### src/rtl/mem_arbiter.sv
// Four-requester arbiter for the shared slowmem port (IDLE -> ISSUE -> [WAIT] -> IDLE).
// Define MEMARB_ROUNDROBIN_EN for round-robin arbitration; otherwise the lowest index wins.
module mem_arbiter (
    input  logic        clk,
    input  logic        reset,
    input  logic [3:0]  req,
    input  logic [3:0]  req_rnotw,
    input  logic [63:0] req_addr,
    input  logic [63:0] req_wdata,
    output logic [3:0]  gnt,
    output logic [3:0]  done,
    output logic [15:0] rdata,
    output logic        busy,
    output logic        m_strobe,
    output logic        m_rnotw,
    output logic [15:0] m_addr,
    output logic [15:0] m_wdata,
    input  logic        m_mfc,
    input  logic [15:0] m_rdata
);

    localparam logic [1:0] IDLE  = 2'd0;
    localparam logic [1:0] ISSUE = 2'd1;
    localparam logic [1:0] WAIT  = 2'd2;

    logic [1:0]  state;
    logic [3:0]  mask;
    logic [3:0]  cand;
    logic [1:0]  win;
    logic [15:0] win_addr;
    logic [15:0] win_wdata;

    function automatic logic [1:0] first_set(input logic [3:0] v);
        logic [1:0] idx;
        casez (v)
            4'b???1: idx = 2'd0;
            4'b??10: idx = 2'd1;
            4'b?100: idx = 2'd2;
            4'b1000: idx = 2'd3;
            default: idx = 2'd0;
        endcase
        return idx;
    endfunction

    // The requester served in the previous cycle is masked so a late-falling req is not re-granted.
    assign cand = req & ~mask;

`ifdef MEMARB_ROUNDROBIN_EN
    logic [1:0] ptr;
    logic [3:0] rot;

    // rot[j] is the candidate at position (ptr + j) mod 4.
    always_comb begin
        rot = cand;
        case (ptr)
            2'd1:    rot = {cand[0],   cand[3:1]};
            2'd2:    rot = {cand[1:0], cand[3:2]};
            2'd3:    rot = {cand[2:0], cand[3]};
            default: rot = cand;
        endcase
    end

    assign win = ptr + first_set(rot);

    always_ff @(posedge clk) begin
        if (reset) begin
            ptr <= 2'd0;
        end else if (state == IDLE && cand != 4'b0000) begin
            ptr <= win + 2'd1;
        end
    end
`else
    assign win = first_set(cand);
`endif

    assign win_addr  = req_addr[{win, 4'b0000} +: 16];
    assign win_wdata = req_wdata[{win, 4'b0000} +: 16];

    always_ff @(posedge clk) begin
        if (reset) begin
            state    <= IDLE;
            gnt      <= 4'b0000;
            done     <= 4'b0000;
            mask     <= 4'b0000;
            m_strobe <= 1'b0;
            m_rnotw  <= 1'b1;
            m_addr   <= 16'h0000;
            m_wdata  <= 16'h0000;
            rdata    <= 16'h0000;
            busy     <= 1'b0;
        end else begin
            done     <= 4'b0000;
            mask     <= 4'b0000;
            m_strobe <= 1'b0;
            case (state)
                IDLE: begin
                    if (cand != 4'b0000) begin
                        gnt      <= 4'b0001 << win;
                        m_strobe <= 1'b1;
                        m_rnotw  <= req_rnotw[win];
                        m_addr   <= win_addr;
                        m_wdata  <= win_wdata;
                        busy     <= 1'b1;
                        state    <= ISSUE;
                    end
                end
                ISSUE: begin
                    // m_rnotw still holds the latched direction of the granted transaction.
                    if (m_rnotw) begin
                        state <= WAIT;
                    end else begin
                        done  <= gnt;
                        mask  <= gnt;
                        gnt   <= 4'b0000;
                        busy  <= 1'b0;
                        state <= IDLE;
                    end
                end
                WAIT: begin
                    if (m_mfc) begin
                        rdata <= m_rdata;
                        done  <= gnt;
                        mask  <= gnt;
                        gnt   <= 4'b0000;
                        busy  <= 1'b0;
                        state <= IDLE;
                    end
                end
                default: begin
                    gnt   <= 4'b0000;
                    busy  <= 1'b0;
                    state <= IDLE;
                end
            endcase
        end
    end

endmodule

### config.mk
export PLATFORM = sky130hd
export DESIGN_NAME = mem_arbiter
export DESIGN_NICKNAME = d
export VERILOG_FILES = /design/src/rtl/mem_arbiter.sv
export SDC_FILE = /design/constraint.sdc
export NUM_CORES = 1
export LEC_CHECK = 0
export ABC_CLOCK_PERIOD_IN_PS = 2100
export BUFFER_PORTS_ARGS = -buffer_cell sky130_fd_sc_hd__buf_4
export CAP_MARGIN = 10
export CORE_ASPECT_RATIO = 1.2
export CORE_MARGIN = 4
export CORE_UTILIZATION = 25
export CTS_CLUSTER_SIZE = 25
export DETAILED_ROUTE_END_ITERATION = 8
export HOLD_SLACK_MARGIN = 0.03
export PLACE_DENSITY = 0.56
export SLEW_MARGIN = 40
export SYNTH_ARGS = -nofsm -noshare
export SYNTH_HDL_FRONTEND = slang
export SYNTH_SLANG_ARGS = --single-unit
### constraint.sdc
create_clock -name clk -period 2.1 [get_ports clk]
set_input_delay 0 -clock clk [delete_from_list [all_inputs] [get_ports clk]]
set_output_delay 0 -clock clk [all_outputs]
set_load 0.005 [all_outputs]
==> impl_metrics.ini, run 1 <==
[clock_network]
cts_tree = done
clk_pin_slew_ps = 50
cts_resized = 0
cts-root-buf = clkbuf_16
clk_path_buf_depth = 2
cts_setup_buffers = 0
cts_inserted_buffers = 9
h-tree-depth = 3
clock_sinks = 61
cts_hold_buffers = 17
clkLatencyLatePin_ps = 320

[sta]
slew_headroom_pct = 54.3
hold_viol_final = 0
drv_slew = 0
fin_setup_tns_ps = 0
hold-worst-slack_ps = 43.8
fin_crit_ps = 1820
tightestPinTransition_ps = 685
finalSetupViolCount = 0
clock.fmax_mhz = 550
skew_ps = 3.38
rsz0062_at_grt = false
min_period_over_period_pct = 86.6

[placed_design]
place_congestion = 0.748
hpwl_um = 9090
dp_cells = 723
io_buffer_count = 213

[final_layout]
drive_gt1_share_pct = 49.0
final_common_cell = buf_4
area_growth_syn_to_layout_pct = 64.5
final-instance-count-excl-fill = 756
nets = 741
antenna_cells = 0
mostFrequentLayoutCells = buf_4, dfxtp_1, nand2_1
fillers = 1333

[floorplanning]
die_h_um = 135
coreArea_mm2 = 0.0132
die_width_um = 114
start_util_pct = 25.5
rows = 46
dieArea_mm2 = 0.0154
io_pins = 214

[synthesis]
synth_area_mm2 = 0.00337
seq_area_frac_synth_pct = 36.2
ys_async_sr_fraction_pct = 0
syn-num-nets = 524
synth.avg_cell_area_um2 = 9.22
ys_warn_count = 0
synthDistinctLibCells = 43
ys.flop_type = dfxtp_1
yosysTopAreaCellShare_pct = 36.2
post_synth_main_area_contributors = dfxtp_1, a21oi_1, nand2_1
ys_ff_latch = 61
synth_edf_count = 0
synth_top_area_cell = dfxtp_1
syn_inst = 366

[route]
drt_first_pass_iters = 4
drt_iter0_markers = 99
routedWlPerCell_um = 16.2
totalWireLength_um = 12200
via_per_inst = 4.75
drc = 0
drtAntennaViolNets = 0
via_count = 3592

[grt]
antenna_found_initial = 0
grt_pass1_wl_um = 18700
grt_usage_pct = 15.3
grt_max_degree = 60
grt_pass1_vias = 3676
overflow = 0

[min_path]
min_path_type = primary input to flop
min_from = req_wdata[63]

[worst_setup_path]
crit_fanout = 7
cp.arrival_ps = 2060
cp_num_buf_inv = 1
cpPeakStageDelay_ps = 350
startpoint = state[0]$_SDFFE_PP0P_
rrSetupSlack_ps = 280
critical-path-top-delay-family = compound AO/OA/AOI/OAI gates
worst_ep_required_time_ps = 2350
start_kind = flop
critPathCaptureType = flop
path_cells = inv_1 -> ha_1 -> nor2b_1 -> a21oi_2 -> o21ai_0 -> or3_1 -> a21oi_1
slowest_stage = dfxtp_1
r2r_start = state[0]$_SDFFE_PP0P_
path_class = flop to flop

[power_and_ir_drop]
p_leak_uw = 0.00251
powerDensity_mw_per_mm2 = 736
report.power.total_uw = 4080
peakVddDrop_v = 0.000317

[flow_run]
drv_cap = 0

[status]
status = finished clean
through the flow:
step           setup slack [ps]  area, um2  util (%)
6_report                    282       5550      41.9
5_1_grt                     105       5550      41.9
4_1_cts                     268       5550      41.9
3_5_place_dp                305       5050      38.2
3_3_place_gp                392       5050      38.2
2_1_floorplan               496       3370         -
cell families (layout without fill, tap and decap cells):
kind of cell / count (synthesis) / in the layout / share of synthesized area [%]
fa+ha+maj: 3 / 3 / 1.11
simple gates: 98 / 98 / 14.2
buf+inv: 39 / 261 / 7.27
flops: 61 / 61 / 36.2
mux: 33 / 33 / 11.8
compound gates: 132 / 132 / 29.4
power by group:
group | leakage, uW | switching, uW | internal [uW]
registers | 0.000501 | 69.6 | 1280
clock network | 0.000163 | 515 | 1100
logic | 0.00184 | 503 | 610
worst paths after layout:
| check | endpoint | depth (start not counted) |
|---|---|---|
| max | gnt[1]$_SDFFE_PP0P_ | 7 |
| min | m_wdata[15]$_SDFFE_PP0P_ | 3 |
| max reg2reg | gnt[1]$_SDFFE_PP0P_ | 7 |
| min reg2reg | rdata[11]$_SDFFE_PP0P_ | 2 |
state kept, by name (all words and copies together) (netlist names):
name      count
m_addr       16
busy          1
rdata        16
gnt           4
m_strobe      1
m_wdata      16
m_rnotw       1
state         2
mask          4
area by class of cell:
type	count	area, um2	area share [%]
clock inverter	4	70.1	1.26
tap	168	210	3.79
clock buffer	12	256	4.62
multi-input combinational	266	1910	34.4
inverter	6	22.5	0.406
timing repair buffer	239	1860	33.6
sequential	61	1220	22.0
worst min-delay path: cells and delay by family:
family / cells / cell delay, ps
AO/OA/AOI/OAI: 2 / 200
buffers and inverters: 1 / 110
synth_stat cells (3+ instances only):
| cell | instances |
|---|---|
| clkbuf_1 | 11 |
| o22ai_1 | 15 |
| buf_6 | 6 |
| and2_1 | 5 |
| inv_1 | 6 |
| dfxtp_1 | 61 |
| buf_1 | 3 |
| o221ai_1 | 18 |
| a211oi_2 | 10 |
| mux2_4 | 12 |
| ha_1 | 3 |
| a21oi_1 | 46 |
| mux2_2 | 6 |
| nand2b_4 | 4 |
| a211oi_1 | 10 |
| buf_2 | 9 |
| mux2i_1 | 15 |
| nor2_1 | 21 |
| a21oi_2 | 11 |
| nand2_1 | 51 |
| a221o_1 | 14 |
routing by layer:
metal | GRT usage [%] | up-vias | wire [um]
met5 | 0 | - | 0
met4 | 3.56 | 0 | 110
met3 | 4.69 | 13 | 929
met2 | 27.2 | 134 | 6220
met1 | 17.8 | 1653 | 4980
li1 | - | 1792 | -
No activity file was read; power rests on OpenSTA's default activity.
==> run 2: changes to the inputs <==
Settings changed: CORE_UTILIZATION 25 to 43, PLACE_DENSITY 0.56 to 0.85.
==> impl_metrics.ini, run 2 (synthesized netlist as in run 1, its figures left out) <==
[final_layout]
mostFrequentLayoutCells = buf_4, dfxtp_1, nand2_1
final_design_area_no_fill_mm2 = 0.00538
nets = 748
area_growth_syn_to_layout_pct = 59.4
top_regs = m_addr: 16 flops, m_wdata: 16 flops, rdata: 16 flops
fin_util_pct = 70.2
antenna_cells = 0
fillers = 562
final_common_cell = buf_4
drive_gt1_share_pct = 48.9

[sta]
finalSetupViolCount = 0
clock.fmax_mhz = 575
slew_headroom_pct = 53.7
hold_viol_final = 0
tightestPinTransition_ps = 695
min_period_over_period_pct = 82.8
fin_crit_ps = 1740
worst_slack_ps = 360
fin_setup_tns_ps = 0
drv_slew = 0
rsz0062_at_grt = false
skew_ps = 9.99

[clock_network]
h-tree-depth = 3
clkLatencyLatePin_ps = 340
cts_setup_buffers = 0
clk_path_buf_depth = 2
cts_tree = done
cts_inserted_buffers = 9
clk_pin_slew_ps = 80
clock_sinks = 61
cts_hold_buffers = 22
cts-root-buf = clkbuf_8
cts_resized = 0

[placed_design]
place_area_mm2 = 0.00496
place_congestion = 0.799
hpwl_um = 8460
io_buffer_count = 213
place_ws_ps = 384

[power_and_ir_drop]
p_leak_uw = 0.00247
peakVddDrop_v = 0.000400
powerDensity_mw_per_mm2 = 656

[grt]
grt_pass1_wl_um = 18100
overflow = 0
grt_pass1_vias = 3783
antenna_found_initial = 0
grt_max_degree = 60
grt_usage_pct = 24.5

[worst_setup_path]
path_class = flop to flop
cp.arrival_ps = 2010
startpoint = state[0]$_SDFFE_PP0P_
critPathCaptureType = flop
start_kind = flop
crit_fanout = 10
worst_ep_required_time_ps = 2370
r2r_start = state[0]$_SDFFE_PP0P_

[floorplanning]
die_h_um = 105
io_pins = 214
coreArea_mm2 = 0.00766
rows = 35
dieArea_mm2 = 0.00933
die_width_um = 88.9
start_util_pct = 44.0

[route]
drt_first_pass_iters = 4
totalWireLength_um = 11700
routedWlPerCell_um = 17.1
drtAntennaViolNets = 0
drt_iter0_markers = 199
drc = 0
via_per_inst = 5.45
via_count = 3746

[flow_run]
drv_cap = 0

[min_path]
min_from = req_wdata[63]
min_path_type = primary input to flop

[status]
status = finished clean
run 2: where the power goes:
group | total, uW | internal [uW] | leakage, uW | switching, uW
Combinational | 1130 | 622 | 0.00187 | 507
Sequential | 1350 | 1280 | 0.000501 | 70.5
Clock | 1050 | 553 | 0.000100 | 495
Total | 3530 | 2460 | 0.00247 | 1070
run 2: routing by layer:
layer  vias to the layer above  GRT usage (%)  share of wire, %
met4                         0           9.61               2.0
met5                         -              0                 0
li1                       1804              -                 -
met1                      1750           27.1                38
met3                        22           6.94               9.5
met2                       170           42.9                51
run 2: layout make-up:
type,instances,area [um2],area share (%)
clock buffer,9,124,2.30
clock inverter,7,73.8,1.37
inverter,6,22.5,0.419
multi-input combinational,266,1910,35.5
sequential,61,1220,22.7
tap,92,115,2.14
timing repair buffer,246,1910,35.6
run 2: final timing paths:
check                        endpoint  slack (ps)  cells past startpoint
max               gnt[1]$_SDFFE_PP0P_         360                      7
min          m_wdata[15]$_SDFFE_PP0P_          40                      3
max reg2reg       gnt[1]$_SDFFE_PP0P_         360                      7
min reg2reg    m_addr[1]$_SDFFE_PP0P_         460                      2
run 2: metrics by stage:
step / std cells / power (uW) / hold WS (ps)
global route: 687 / 3720 / 41.9
finish: 687 / 3530 / 43.4
floorplan: 366 / 1940 / 136
detailed placement: 649 / 2470 / 259
CTS: 687 / 3550 / 33.7
global placement: 649 / 2440 / 249
run 2: worst max-delay path, cell delays in order (launching register included):
cell and delay, ps:
dfxtp_1 360, inv_1 80, ha_1 270, inv_1 160, buf_4 200, o21ai_0 150
or3_1 320, a21oi_1 140
